$ cat src/rtl/issue_ctrl.sv
// Issue-stage sequencing controller. It gates issue on structural and branch/memory limits,
// flushes for a fixed window after a mispredict, and drains the machine after a halt.
module issue_ctrl #(
    parameter int MAX_BRANCHES = 4,
    parameter int MAX_MEM_OPS  = 8,
    parameter int FLUSH_CYCLES = 2
) (
    input  logic clock,
    input  logic reset,
    input  logic inst_valid,
    input  logic inst_is_branch,
    input  logic inst_is_ld_st,
    input  logic inst_is_halt,
    input  logic rob_full,
    input  logic rs_full,
    input  logic rob_empty,
    input  logic br_done,
    input  logic br_mispredict,
    input  logic mem_retire,
    output logic issue_fire,
    output logic issue_stall,
    output logic branch_pending,
    output logic resolve,
    output logic kill,
    output logic halted
);
    localparam int BW = $clog2(MAX_BRANCHES + 1);
    localparam int MW = $clog2(MAX_MEM_OPS + 1);
    localparam int FW = (FLUSH_CYCLES > 1) ? $clog2(FLUSH_CYCLES) : 1;
    localparam logic [BW-1:0] BR_MAX     = BW'(MAX_BRANCHES);
    localparam logic [MW-1:0] MEM_MAX    = MW'(MAX_MEM_OPS);
    localparam logic [FW-1:0] FLUSH_LOAD = FW'(FLUSH_CYCLES - 1);

    typedef enum logic [1:0] {RUN, FLUSH, DRAIN, HALTED} state_e;

    state_e        state_q, state_d;
    logic [BW-1:0] br_cnt_q, br_cnt_d;
    logic [MW-1:0] mem_cnt_q, mem_cnt_d;
    logic [FW-1:0] flush_cnt_q, flush_cnt_d;

    logic mispredict, correct, retire, br_inc, mem_inc;

    always_ff @(posedge clock or posedge reset) begin
        if (reset) begin
            state_q     <= RUN;
            br_cnt_q    <= '0;
            mem_cnt_q   <= '0;
            flush_cnt_q <= '0;
        end else begin
            state_q     <= state_d;
            br_cnt_q    <= br_cnt_d;
            mem_cnt_q   <= mem_cnt_d;
            flush_cnt_q <= flush_cnt_d;
        end
    end

    always_comb begin
        // Once halted, resolution and retire traffic is ignored entirely.
        mispredict = br_done & br_mispredict & (state_q != HALTED);
        correct    = br_done & ~br_mispredict & (state_q != HALTED);
        retire     = mem_retire & (state_q != HALTED);

        kill           = ~reset & (mispredict | (state_q == FLUSH));
        issue_stall    = reset | (state_q != RUN) | rob_full | rs_full
                       | (inst_is_branch & (br_cnt_q == BR_MAX))
                       | (inst_is_ld_st & (mem_cnt_q == MEM_MAX)) | kill;
        issue_fire     = inst_valid & ~issue_stall;
        branch_pending = ~reset & (br_cnt_q != '0) & ~kill;
        resolve        = ~reset & correct & (br_cnt_q == BW'(1));
        halted         = (state_q == HALTED);

        br_inc  = issue_fire & inst_is_branch;
        mem_inc = issue_fire & inst_is_ld_st;

        br_cnt_d = br_cnt_q;
        if (mispredict) begin
            br_cnt_d = '0;
        end else if (br_inc && !(correct && br_cnt_q != '0)) begin
            br_cnt_d = br_cnt_q + BW'(1);
        end else if (!br_inc && correct && br_cnt_q != '0) begin
            br_cnt_d = br_cnt_q - BW'(1);
        end

        // The LSQ drops squashed ops silently, so a mispredict empties the count.
        mem_cnt_d = mem_cnt_q;
        if (mispredict) begin
            mem_cnt_d = '0;
        end else if (mem_inc && !retire) begin
            mem_cnt_d = mem_cnt_q + MW'(1);
        end else if (!mem_inc && retire && mem_cnt_q != '0) begin
            mem_cnt_d = mem_cnt_q - MW'(1);
        end

        state_d     = state_q;
        flush_cnt_d = flush_cnt_q;
        case (state_q)
            RUN: begin
                if (mispredict) begin
                    state_d     = FLUSH;
                    flush_cnt_d = FLUSH_LOAD;
                end else if (issue_fire && inst_is_halt) begin
                    state_d = DRAIN;
                end
            end
            FLUSH: begin
                if (mispredict) begin
                    flush_cnt_d = FLUSH_LOAD;
                end else if (flush_cnt_q == '0) begin
                    state_d = RUN;
                end else begin
                    flush_cnt_d = flush_cnt_q - FW'(1);
                end
            end
            DRAIN: begin
                if (mispredict) begin
                    state_d     = FLUSH;
                    flush_cnt_d = FLUSH_LOAD;
                end else if (rob_empty) begin
                    state_d = HALTED;
                end
            end
            default: state_d = HALTED;
        endcase
    end
endmodule

$ cat config.mk
export PLATFORM = sky130hd
export DESIGN_NAME = issue_ctrl
export DESIGN_NICKNAME = d
export VERILOG_FILES = /design/src/rtl/issue_ctrl.sv
export SDC_FILE = /design/constraint.sdc
export NUM_CORES = 1
export LEC_CHECK = 0
export CORE_ASPECT_RATIO = 0.6
export CORE_UTILIZATION = 35
export CTS_BUF_LIST = sky130_fd_sc_hd__clkbuf_4 sky130_fd_sc_hd__clkbuf_8
export DETAILED_ROUTE_END_ITERATION = 10
export DONT_BUFFER_PORTS = 1
export RECOVER_POWER = 25
export SYNTH_ARGS = -nofsm -noshare
export SYNTH_HDL_FRONTEND = slang
export SYNTH_SLANG_ARGS = --single-unit
$ cat constraint.sdc
create_clock -name clock -period 3.6 [get_ports clock]
set_clock_uncertainty 0.05 [all_clocks]
set_input_delay 0.72 -clock clock [delete_from_list [all_inputs] [get_ports clock]]
set_output_delay 0.72 -clock clock [all_outputs]
set_load 0.1 [all_outputs]
# [Word level (Yosys, flattened, before mapping)]
# Index checks and enable logic that the tools add are counted.
[word_totals] output_inout_bits=6 word_cells=86 register_bits=10
[op_classes] n_eq_ne=12 addsub=5 muxes=17 bitwise_logic=26 reduce_logical=22
[op_table] operator="$and 1x1->1" count=15
[op_table] operator="$mux 2" count=6
[op_table] operator="$mux 4" count=3
[op_table] operator="$mux 3" count=3
[op_table] operator="$reduce_bool 3->1" count=3
[op_table] operator="$logic_and 1x1->1" count=8
[op_table] operator="$or 1x1->1" count=7
[op_table] operator="$ne 2x2->1 const B" count=3
[op_table] operator="$ne 3x3->1 const B" count=2
[op_table] operator="$pmux 2 s3" count=1
[op_table] operator="$add 4x1->4 const B" count=1
[op_table] operator="$eq 2x2->1 const B" count=2
[op_table] operator="$eq 4x4->1 const B" count=1
[op_table] operator="$logic_not 1->1" count=4
[op_table] operator="$not 1->1" count=4
[op_table] operator="$reduce_and 4->1" count=1
[op_table] operator="$reduce_bool 2->1" count=2
[op_table] operator="$reduce_bool 4->1" count=1
[op_table] operator="$sub 4x1->4 const B" count=1
[op_table] operator="$add 3x1->3 const B" count=1
[op_table] operator="$eq 3x1->1 const B" count=1
[op_table] operator="$eq 3x3->1 const B" count=1
[op_table] operator="$mux 1" count=3
[op_table] operator="$sub 3x1->3 const B" count=1
[op_table] operator="other kinds (7)" count=7

# [Depth between registers and ports, before layout]
# Gate-level depths: netlist of the first run.
[logic_depth] depth_word=16 mapped_depth=12

# [Worst setup path after synthesis of the first run]
# OpenSTA, ideal clock, no wires.
[synth_timing] kind="in2out" from="in reset" to="out issue_fire" required_ns=2.830 n_path_buf=0 setup_slack_ns=0.503 t_arrival_ns=2.327 stages=3 cell_sequence="or3_4 > a211oi_2 > and3_1"
[synth_between] elab_chain_len=8 word_cells_on_any_way=10
[synth_rtl] element="from (decl)" line="9" text="input logic reset,"
[synth_rtl] element="$or 1x1->1 (3 in a row)" line="64" text="issue_stall = reset | (state_q != RUN) | rob_full | rs_full"
[synth_rtl] element="$or 1x1->1" line="65" text="| (inst_is_branch & (br_cnt_q == BR_MAX))"
[synth_rtl] element="$or 1x1->1" line="66" text="| (inst_is_ld_st & (mem_cnt_q == MEM_MAX)) | kill;"
[synth_rtl] element="$or 1x1->1 (*)" line="66"
[synth_rtl] element="$not 1->1 (*)" line="67" text="issue_fire = inst_valid & ~issue_stall;"
[synth_rtl] element="$and 1x1->1 (*)" line="67"
[synth_rtl] element="to (decl)" line="20" text="output logic issue_fire,"
# Mark *: on every way between the ends. The rest lies on a longest branch, timed or not.

# [Final worst setup path of the first run]
[layout_timing] from="reg br_cnt_q[0]" to="reg mem_cnt_q[3]"
[layout_between] elab_chain_len=12 word_cells_on_any_way=15
[layout_rtl] element="from (decl)" line="37" text="logic [BW-1:0] br_cnt_q, br_cnt_d;"
[layout_rtl] element="from (signal assigned)" line="51" text="br_cnt_q <= br_cnt_d;"
[layout_rtl] element="$eq 3x3->1 (*)" line="65"
[layout_rtl] element="$and 1x1->1 (*)" line="65"
[layout_rtl] element="$or 1x1->1 (*)" line="65"
[layout_rtl] element="$or 1x1->1 (*) (2 in a row)" line="66"
[layout_rtl] element="$not 1->1 (*)" line="67"
[layout_rtl] element="$and 1x1->1 (*)" line="67"
[layout_rtl] element="$and 1x1->1 (*)" line="73" text="mem_inc = issue_fire & inst_is_ld_st;"
[layout_rtl] element="$logic_not 1->1" line="90" text="end else if (!mem_inc && retire && mem_cnt_q != '0) begin"
[layout_rtl] element="$logic_and 1x1->1 (2 in a row)" line="90"
[layout_rtl] element="$reduce_bool 3->1 (no source line)"
[layout_rtl] element="to (signal assigned)" line="52" text="mem_cnt_q <= mem_cnt_d;"
[layout_rtl] element="to (decl)" line="38" text="logic [MW-1:0] mem_cnt_q, mem_cnt_d;"
# Marked as above.
# A chain may end at the register's enable or synchronous reset.

==> flow_summary.json, run 1 <==
{
  "top_level_ports": 18,
  "cts_tree": "done",
  "worst_slack_ps": 546.1,
  "setup_tns_ps": 0,
  "synth_seq_cells": 10,
  "die_w_um": 67.64,
  "final_hold_viol_count": 0,
  "synth_edf_count": 0,
  "fin_util_pct": 45.77,
  "fin_area_mm2": 0.001050,
  "synth_area_leaders": "dfrtp_1 (28%), ha_1 (8.3%), nand3_1 (5.0%)",
  "min_period_ps": 3054,
  "cts_made_buffers": 3,
  "die_area_mm2": 0.002799,
  "syn2layout_area_growth_pct": 16.04,
  "cp.required_ps": 3690,
  "yosys_warnings": 0,
  "ys.flop_type": "dfrtp_1",
  "fmax_mhz": 327.5,
  "cts-hold-fix-buffers": 0,
  "start_util_pct": 39.44,
  "grt_max_degree": 12,
  "final.period_utilization_pct": 84.83,
  "avgViaCountPerCell": 5.678,
  "htree_num_levels": 1,
  "worstMarginPinSlew_ps": 451.4,
  "dr.pass1.iters": 4,
  "placed_area_um2": 994.7,
  "maxSlewHeadroom_pct": 69.63,
  "post_cts_buffers": 0,
  "setup-violations-final": 0,
  "hpwl_um": 1803,
  "slew_viol_final": 0,
  "clkSinkCount": 10,
  "synth_top_cell_by_area": "dfrtp_1",
  "antenna_found_initial": 0,
  "power_leakage_nw": 0.4663,
  "seqCellArea_um2": 250.2,
  "hold_ws_ps": 317.2,
  "synth_nets": 128,
  "grt_pass1_wl_um": 3643,
  "critPathArrivalTime_ps": 3140,
  "irDropWorstVdd_mv": 0.3469,
  "ant_nets": 0,
  "crit_fanout": 4,
  "gp_congestion": 0.8421,
  "synth_top_area_share_pct": 27.66,
  "core_mm2": 0.002293,
  "drc": 0,
  "criticalPathCategory": "flop to flop",
  "portBuffers": 0,
  "layout-drive-gt1-share_pct": 18.49,
  "power_density_mw_per_mm2": 682.7,
  "nNetsFinal": 139,
  "maxCapViolations": 0,
  "clock_path_buffers": 2,
  "num_antenna_cells": 0,
  "hp-class": "input port to async pin",
  "rsz0062_at_grt": "no",
  "grt_pass1_vias": 776,
  "synth_cells": 109,
  "async_flop_share_pct": 100.0,
  "clkTransAtPathRegs_ps": 50,
  "synthDistinctLibCells": 38,
  "drt_iter0_drc": 101,
  "cts-root-buf": "clkbuf_8",
  "rows": 13,
  "fill_cells": 218,
  "multi_input_area_um2": 613.1,
  "grt_usage_pct": 18.88,
  "ys_seq_area_share_pct": 27.66,
  "status": "finished, final reports clean",
  "pre_cts_slack_ps": 394.1,
  "ctsResizeCount": 0,
  "fp.dieH_um": 41.38,
  "start_kind": "flop",
  "num_vias": 846,
  "syn_area_per_cell_um2": 8.299,
  "avgRoutedWirePerCell_um": 14.67,
  "syn_area_um2": 904.6,
  "clk_latency_ps": 240,
  "wirelength_um": 2186,
  "endpoint_kind": "flop",
  "grt_overflow": 0
}
-- state kept, by name (all words and copies together) (netlist names) --
register     flops
state_q          2
mem_cnt_q        4
br_cnt_q         3
flush_cnt_q      1
-- cell usage in the layout (no fill, tap or decap), types with 6 or more instances in the layout --
master    n
nor2_1   10
dfrtp_1  10
inv_1     9
nand3_1   9
a21oi_1   8
buf_4     8
nand2_1   6
o21ai_0   6
ha_1      6
-- cells by family after synthesis --
family,share of synthesized area [%]
AOI/OAI and AO/OA,20.33
xor gates and xnor gates,2.905
adders and majority gates,10.51
buffers and inverters,4.840
DFF,27.66
muxes,1.107
and+or+nand+nor,32.64
-- area by class of cell --
| type | instances | share of cell area [%] |
|---|---|---|
| Clock buffer | 4 | 5.244 |
| Timing Repair Buffer | 8 | 5.721 |
| Sequential cell | 10 | 23.84 |
| Multi-Input combinational cell | 88 | 58.40 |
| Inverter | 9 | 3.218 |
| Tap cell | 30 | 3.576 |
-- synthesized netlist by cell type (3+ instances only) --
library cell	instances
nand4_1	3
nor2_1	11
and3_1	4
dfrtp_1	10
nand3_1	9
a21oi_1	8
xnor2_1	3
o21ai_0	6
inv_1	9
nand2_1	6
ha_1	6
-- power by group --
part	switching, W	internal [W]
combinational	0.000215	0.000147
sequential	0.0000605	0.000151
clock	0.0000460	0.0000963
total	0.000322	0.000395
-- worst paths after layout --
| path | startpoint | end | slack, ps | cells after the start |
|---|---|---|---|---|
| worst max-delay path | br_cnt_q[0] | mem_cnt_q[3] | 550 | 12 |
| worst min-delay path | reset | br_cnt_q[0] | 320 | 1 |
| worst max register to register | br_cnt_q[0] | mem_cnt_q[3] | 550 | 12 |
| worst min register to register | br_cnt_q[2] | br_cnt_q[2] | 470 | 1 |
| max in group asynchronous | reset | flush_cnt_q | 2880 | 1 |
| min in group clock | br_cnt_q[2] | br_cnt_q[2] | 470 | 1 |
-- per-stage QoR --
step | power, W | instances
after floorplan | 0.0004923 | 109
after global placement | 0.0005646 | 145
after detailed placement | 0.0005701 | 145
after CTS | 0.0007187 | 149
after global routing | 0.0007778 | 149
final | 0.0007166 | 149
-- worst max-delay path, stage by stage (launching register included) --
cell and delay (ps):
dfrtp_1 410, inv_1 80, ha_1 210, and3_2 230, nor2_1 220, nand3_1 170, or2_2 340, ha_1 330
a21oi_1 150, nand2_1 80, a211o_1 270, nand2b_1 150, a221oi_1 250
-- metal layers --
| metal | part of all wire (%) | GRT usage [%] | vias to the layer above | wire [um] |
|---|---|---|---|---|
| met5 | 0 | 0 | - | 0 |
| met4 | 0 | 2.660 | 0 | 0 |
| met3 | 10 | 7.880 | 0 | 223 |
| met2 | 41 | 30.20 | 35 | 890 |
| met1 | 49 | 24.43 | 388 | 1072 |
| li1 | - | - | 423 | - |
Note: power is estimated with default switching activity, not from simulation.
==> run 2: changes to the inputs <==
Clock period 3.6 ns to 3 ns, I/O delays scaled along.
==> run 2 against run 1 <==
Effect of this change:
- non-clock buffer count increased by 6
- hold slack gained 62 ps
- global-route usage rose by 1.0 points
- design area is 5.6% higher
- maximum frequency grew 9.3%
- final cell count rose by 3.4%
- via count grew 1.9%
- sequential share of layout area decreased by 1.3 points
- critical path type unchanged
- largest power group unchanged
- highest routed layer is now met4
==> flow_summary.json, run 2 (synthesis results as in run 1) <==
{
  "status": "finished, final reports clean",
  "reg2regPathDepth": 12,
  "dr.pass1.iters": 4,
  "die_area_mm2": 0.002799,
  "critPathArrivalTime_ps": 2880,
  "cp.depth": 12,
  "final.period_utilization_pct": 93.16,
  "start_kind": "flop",
  "seqPwrFrac_pct": 29.5,
  "worst_slack_ps": 205.2,
  "irDropWorstVdd_mv": 0.3188,
  "endpoint_kind": "flop",
  "num_antenna_cells": 0,
  "cp.required_ps": 3080,
  "crit_fanout": 4,
  "rows": 13,
  "ant_nets": 0,
  "hp-class": "input port to async pin",
  "clkTransAtPathRegs_ps": 50,
  "cts_made_buffers": 3,
  "r2r_end": "mem_cnt_q[3]",
  "clk_latency_ps": 230,
  "fp.dieH_um": 41.38,
  "avgViaCountPerCell": 5.597,
  "fin_util_pct": 48.34,
  "htree_num_levels": 1,
  "place_inst": 149,
  "nNetsFinal": 145,
  "regMostFlops": "mem_cnt_q",
  "final_hold_viol_count": 0,
  "grt_max_degree": 12,
  "die_w_um": 67.64,
  "grt_pass1_wl_um": 3801,
  "clkSinkCount": 10,
  "drt_iter0_drc": 103,
  "grt_overflow": 0,
  "internal_power_w": 0.0004734,
  "crit_end": "mem_cnt_q[3]",
  "criticalPathCategory": "flop to flop",
  "grt_usage_pct": 19.90,
  "worstMarginPinSlew_ps": 699.4,
  "largest_register_ffs": 4,
  "gp_congestion": 0.8852,
  "drc": 0,
  "start_util_pct": 39.44,
  "clock_power_share_pct": 15.9,
  "core_mm2": 0.002293,
  "fmax_mhz": 357.8,
  "crit_family": "simple AND/OR/NAND/NOR gates",
  "grt_pass1_vias": 835,
  "power_leakage_nw": 0.4893,
  "path_cells": "inv_1, ha_1, and3_2, nor2_2, nand3_1, or2_2, ha_4, a21oi_2, nand2_1, a211o_1, nand2b_1, a221oi_1",
  "p_total_w": 0.0008713,
  "path_buf_inv": 1,
  "hpwl_um": 1847,
  "crit_start": "br_cnt_q[1]",
  "syn2layout_area_growth_pct": 22.54,
  "avgRoutedWirePerCell_um": 15.27,
  "portBuffers": 0,
  "num_vias": 862,
  "power_frac_comb_pct": 54.6,
  "cts_tree": "done",
  "final_common_cell": "buf_4",
  "cts-root-buf": "clkbuf_8",
  "min_period_ps": 2795,
  "clock_path_buffers": 2,
  "rrSetupSlack_ps": 210,
  "power_density_mw_per_mm2": 786.0,
  "rsz0062_at_grt": "no",
  "setup_tns_ps": 0,
  "slew_viol_final": 0,
  "p_sw_w": 0.0003979,
  "cp_slowest_cell": "dfrtp_1",
  "top_level_ports": 18,
  "layout_common_cells": "buf_4 (12), dfrtp_1 (10), nor2_1 (9), inv_1 (9), nand3_1 (9)",
  "maxSlewHeadroom_pct": 53.37,
  "setup-violations-final": 0,
  "wirelength_um": 2352,
  "slowest_delay_ps": 390,
  "maxCapViolations": 0,
  "antenna_found_initial": 0,
  "reg_top3": "mem_cnt_q (4), br_cnt_q (3), state_q (2)",
  "stdcell_count": 154,
  "pre_cts_slack_ps": 70.89,
  "switching_share_pct": 45.67,
  "reg2reg_from": "br_cnt_q[1]",
  "layout-drive-gt1-share_pct": 23.39
}
==> run 2: power groups by stage <==
stage / combinational (W) / clock, W / sequential [W]
3_3_place_gp: 0.000426 / 0 / 0.000253
4_1_cts: 0.000442 / 0.000145 / 0.000254
2_1_floorplan: 0.000369 / 0 / 0.000222
6_report: 0.000476 / 0.000138 / 0.000257
3_5_place_dp: 0.000437 / 0 / 0.000256
5_1_grt: 0.000528 / 0.000153 / 0.000264
==> run 2: cell type report <==
cell class                      count  area (um2)
Fill cell                         214        1185
Tap cell                           30       37.54
Timing Repair Buffer               14       113.9
Inverter                            9       33.78
Sequential cell                    10       250.2
Multi-Input combinational cell     88       631.9
Clock buffer                        3       41.29
==> run 2: repair_timing <==
| action | CTS | global route |
|---|---|---|
| buffers inserted | 0 | 2 |
| setup endpoints to repair | 0 | 1 |
| hold buffers | 0 | 0 |
| resized for setup | 0 | 3 |
==> run 2: worst min path at each step <==
stage,depth (start not counted),from,to,slack (ps)
2_1_floorplan,1,reset,br_cnt_q[0],400
3_3_place_gp,2,reset,mem_cnt_q[2],440
3_5_place_dp,2,reset,mem_cnt_q[2],440
4_1_cts,2,reset,br_cnt_q[2],190
5_1_grt,2,reset,br_cnt_q[2],430
6_report,2,reset,flush_cnt_q,380
==> run 2: layer usage <==
layer  vias up  global-route usage, %  part of all wire [%]
met5         -                      0                     0
met2        15                  32.18                    43
met1       413                  26.18                    51
li1        432                      -                     -
met4         0                  2.660                  0.34
met3         2                  7.337                   6.3
==> run 2: worst reg2reg max path, stage by stage, from the launching register on <==
cell and delay [ps]:
dfrtp_1 390, inv_1 100, ha_1 220, and3_2 230, nor2_2 130, nand3_1 100, or2_2 340, ha_4 250
a21oi_2 140, nand2_1 80, a211o_1 280, nand2b_1 140, a221oi_1 260
==> run 2: through the flow <==
stage                     hold WS [ps]  area (um2)
after floorplan                  395.2       904.6
after detailed placement         442.5        1037
after global routing             425.6        1109
after global placement           439.2        1037
final                            379.2        1109
after CTS                        188.9        1079
